### src/rtl/seq_mult.sv
// Iterative shift-add multiplier: retires one multiplier bit per clock through a
// single WIDTH-bit adder, with valid/ready handshakes and run-time signed mode.
module seq_mult #(
  parameter int WIDTH = 16
) (
  input  logic               clk,
  input  logic               rst_n,
  input  logic               in_valid,
  output logic               in_ready,
  input  logic [WIDTH-1:0]   a,
  input  logic [WIDTH-1:0]   b,
  input  logic               signed_mode,
  output logic               out_valid,
  input  logic               out_ready,
  output logic [2*WIDTH-1:0] p
);

  localparam int CW = $clog2(WIDTH + 1);

  typedef enum logic [1:0] {
    IDLE,
    BUSY,
    DONE
  } state_t;

  state_t               state;
  logic [WIDTH-1:0]     mag_a;
  logic [2*WIDTH-1:0]   acc;
  logic [CW-1:0]        cnt;
  logic                 neg;

  logic [WIDTH-1:0]     abs_a;
  logic [WIDTH-1:0]     abs_b;
  logic [WIDTH:0]       sum;
  logic [2*WIDTH-1:0]   acc_next;

  // Magnitudes of the most-negative value still fit unsigned in WIDTH bits.
  assign abs_a = (signed_mode && a[WIDTH-1]) ? -a : a;
  assign abs_b = (signed_mode && b[WIDTH-1]) ? -b : b;

  // acc upper half is the partial product, lower half the unretired multiplier bits.
  assign sum      = {1'b0, acc[2*WIDTH-1:WIDTH]} + (acc[0] ? {1'b0, mag_a} : {(WIDTH+1){1'b0}});
  assign acc_next = {sum, acc[WIDTH-1:1]};

  assign in_ready  = (state == IDLE);
  assign out_valid = (state == DONE);

  always_ff @(posedge clk or negedge rst_n) begin
    if (!rst_n) begin
      state <= IDLE;
      mag_a <= '0;
      acc   <= '0;
      cnt   <= '0;
      neg   <= 1'b0;
      p     <= '0;
    end else begin
      case (state)
        IDLE: begin
          if (in_valid) begin
            mag_a <= abs_a;
            acc   <= {{WIDTH{1'b0}}, abs_b};
            neg   <= signed_mode & (a[WIDTH-1] ^ b[WIDTH-1]);
            cnt   <= CW'(WIDTH);
            state <= BUSY;
          end
        end
        BUSY: begin
          acc <= acc_next;
          cnt <= cnt - CW'(1);
          if (cnt == CW'(1)) begin
            p     <= neg ? -acc_next : acc_next;
            state <= DONE;
          end
        end
        DONE: begin
          if (out_ready) begin
            state <= IDLE;
          end
        end
        default: state <= IDLE;
      endcase
    end
  end

endmodule
### config.mk
export PLATFORM = sky130hd
export DESIGN_NAME = seq_mult
export DESIGN_NICKNAME = d
export VERILOG_FILES = /design/src/rtl/seq_mult.sv
export SDC_FILE = /design/constraint.sdc
export NUM_CORES = 1
export LEC_CHECK = 0
export ABC_AREA = 1
export CORE_MARGIN = 1.5
export CORE_UTILIZATION = 50
export CTS_CLUSTER_SIZE = 8
export DETAILED_ROUTE_END_ITERATION = 8
export PLACE_DENSITY = 0.73
export SYNTH_ARGS = -nofsm -noshare
export SYNTH_HDL_FRONTEND = slang
export SYNTH_SLANG_ARGS = --single-unit
### constraint.sdc
create_clock -name clk -period 8.65 [get_ports clk]
set_clock_uncertainty 0.05 [all_clocks]
set_input_delay 1.73 -clock clk [delete_from_list [all_inputs] [get_ports clk]]
set_output_delay 1.73 -clock clk [all_outputs]
set_load 0.005 [all_outputs]
==> results_dict.tcl <==
set metrics [dict create \
    status "finished clean" \
    startpoint_type "input port" \
    tns_ps 0 \
    cts_root_buf "clkbuf_16" \
    period_share_pct 40.1 \
    dieArea_sq_um 12500 \
    viasPerCell 5.35 \
    clk_latency_ps 340 \
    first_global_vias 5241 \
    clockBufferDepth 2 \
    wl_per_cell_microns 14.8 \
    routabilityCongestion 0.887 \
    synth_edf_count 0 \
    cts_buffers 9 \
    ys_types 43 \
    dr.first_iter.drc_count 385 \
    die_y_microns 112 \
    num-nets-final 953 \
    critPathMaxStageDelay_ps 460 \
    htreeDepth 3 \
    firstDrtPassIters 5 \
    fmax_ghz 0.288 \
    final_cells 1041 \
    min_path_type "flip-flop to flip-flop" \
    die_w_microns 112 \
    worst-path-buf-inv 2 \
    grt_usage_pct 25.2 \
    synthArstFlopShare_pct 100 \
    syn_inst 835 \
    grt-ovfl-total 0 \
    rsz0062_at_grt "no" \
    nFillCells 1048 \
    cp.required_ps 8810 \
    p_leak_nw 3.53 \
    tightest_slew_ps 1090 \
    worstPathArrival_ps 3630 \
    numPortBuffers 70 \
    postLayoutCellArea_sq_um 7000 \
    core_area_sq_um 11500 \
    path_max_fanout 3 \
    cts_resized 0 \
    place_area_sq_um 6720 \
    maxCapViolCount 0 \
    relSlewSlack_pct 27.4 \
    synth_warnings 0 \
    cts_hold_buffers 0 \
    cts_setup_buffers 0 \
    grt_pass1_wl_microns 25400 \
    cts_tree "built" \
    postRouteAntennaNets 0 \
    path_class "input port to flip-flop" \
    ys.flop_type "dfrtp_1" \
    rows 39 \
    drc 0 \
    num_vias 5568 \
    synth_area_sq_um 5920 \
    initial_utilization_pct 51.6 \
    cpMostUsedCell "o21ai_0" \
    drive_gt1_share_pct 4.57 \
    cts.sinks 88 \
    drv_slew 0 \
    antenna_found_initial 0 \
    clk_pin_slew_ps 60 \
    routed_wirelength_microns 15400 \
    path_cells "clkdlybuf4s50_1 -> inv_1 -> ha_1 -> nor3b_1 -> nand3b_1 -> nor3_1 -> nand3_1 -> o21ai_0 -> xor2_1 -> o21ai_0" \
    syn_nets 894 \
    synth-seq-cells 88 \
    seq_area_sq_um 2200 \
    grt_max_degree 89 \
    multi_input_area_sq_um 3200 \
    cp_top_family "simple AND/OR/NAND/NOR gates" \
    dp_cells 1026 \
    avgSynthCellArea_sq_um 7.09 \
    finalPower_mw 2.57 \
    cellPowerDensity_nw_per_um2 367 \
    n_antenna_cell 0 \
    io_pins 71 \
    end_kind "flip-flop" \
    syn_to_final_growth_pct 18.3 \
    hpwl_microns 11900 \
    period_minus_slack_ps 3470 \
    finalHoldViolations 0 \
    cp_slowest_cell "clkdlybuf4s50_1" \
    finalSetupViolCount 0 \
    synth.yosys.seq_area_share_pct 37.2 \
    ir_worst_vdd_mv 0.187 \
]
[tightest hold or removal path: stages (launching register included)]
cell and delay [ps]:
dfrtp_1 340, nand2_1 50, nand2_1 50
[synthesized netlist by cell type, drive strengths merged, types with 10 or more instances]
master	instances	area share, %
nor3	12	1.0
dfrtp	88	37
xor2	35	5.5
xnor2	10	1.5
a21oi	21	1.8
inv	111	7.0
clkbuf	18	1.1
a22oi	13	1.6
ha	21	4.4
nand3	47	4.3
nand2	259	17
nor2	66	4.4
o21ai	85	7.3
[metal layers]
layer,wire length (microns),vias to the layer above,global-route usage (%)
met3,896,17,3.32
met5,0,-,0
li1,-,2792,-
met4,197,0,7.00
met1,7540,2587,37.0
met2,6760,172,39.2
[final cells by class]
cell class                      instances  area share, %
Sequential cell                        88           31.5
Multi-Input combinational cell        610           45.7
Tap cell                              143           2.56
Clock buffer                           12           3.38
Clock inverter                          3          0.626
Inverter                              112           6.01
Timing Repair Buffer                   73           10.3
[registers in the layout (all words and copies together), names as in the netlist]
name,cells
cnt,5
neg,1
mag_a,16
acc,32
p,32
state,2
[report_power, final]
part	total [mW]	switching, mW	internal, mW
sequential	0.781	0.173	0.608
clock	0.381	0.159	0.223
combinational	1.41	0.849	0.558
total	2.57	1.18	1.39
[cell families (layout without fill, tap and decap cells)]
group	after synthesis	in the layout	synth area share [%]
flip-flops	88	88	37.2
AO/OA/AOI/OAI	136	136	13.0
multiplexers	1	1	0.169
buffers and inverters	137	200	8.81
XOR/XNOR	45	45	6.98
adder cells (fa/ha/maj)	22	22	4.78
AND/OR/NAND/NOR	406	406	29.1
[final timing paths]
path / from / end / slack (ps) / cells after the start
min reg2reg: p[29] / p[29] / 430 / 2
max reg2reg: acc[0] / p[24] / 5580 / 14
max in group asynchronous: rst_n / p[29] / 6310 / 1
max: a[1] / mag_a[14] / 5180 / 10
min: p[29] / p[29] / 430 / 2
min in group asynchronous: rst_n / acc[10] / 1540 / 1
[placed cells by master, fill, tap and decap left out, drive strengths merged]
cell type and instances:
nor3 12, ha 21, clkdlybuf4s50 69, nand3b 3, nand3 47, a21oi 21, buf 4, bufinv 1
inv 111, o21ai 85, nand4 8, o221ai 3, nand2 259, clkbuf 12, a22oi 13, xnor2 10
nor4 2, and2 3, nor2 66, fa 1, o31ai 4, a31oi 3, nor3b 1, xor2 35
o41ai 1, a22o 2, or2 5, clkinv 3, o22ai 2, o21bai 1, dfrtp 88, a32o 1
mux2i 1
[stage by stage]
step           utilization, %  hold WS, ps  setup WS, ps
6_report                 61.0          430          5180
5_1_grt                  61.0          456          4960
4_1_cts                  61.0          434          5170
3_5_place_dp             58.6          417          4810
3_3_place_gp             58.6          412          4920
2_1_floorplan               -          399          5500
(Power assumes the default switching activity.)
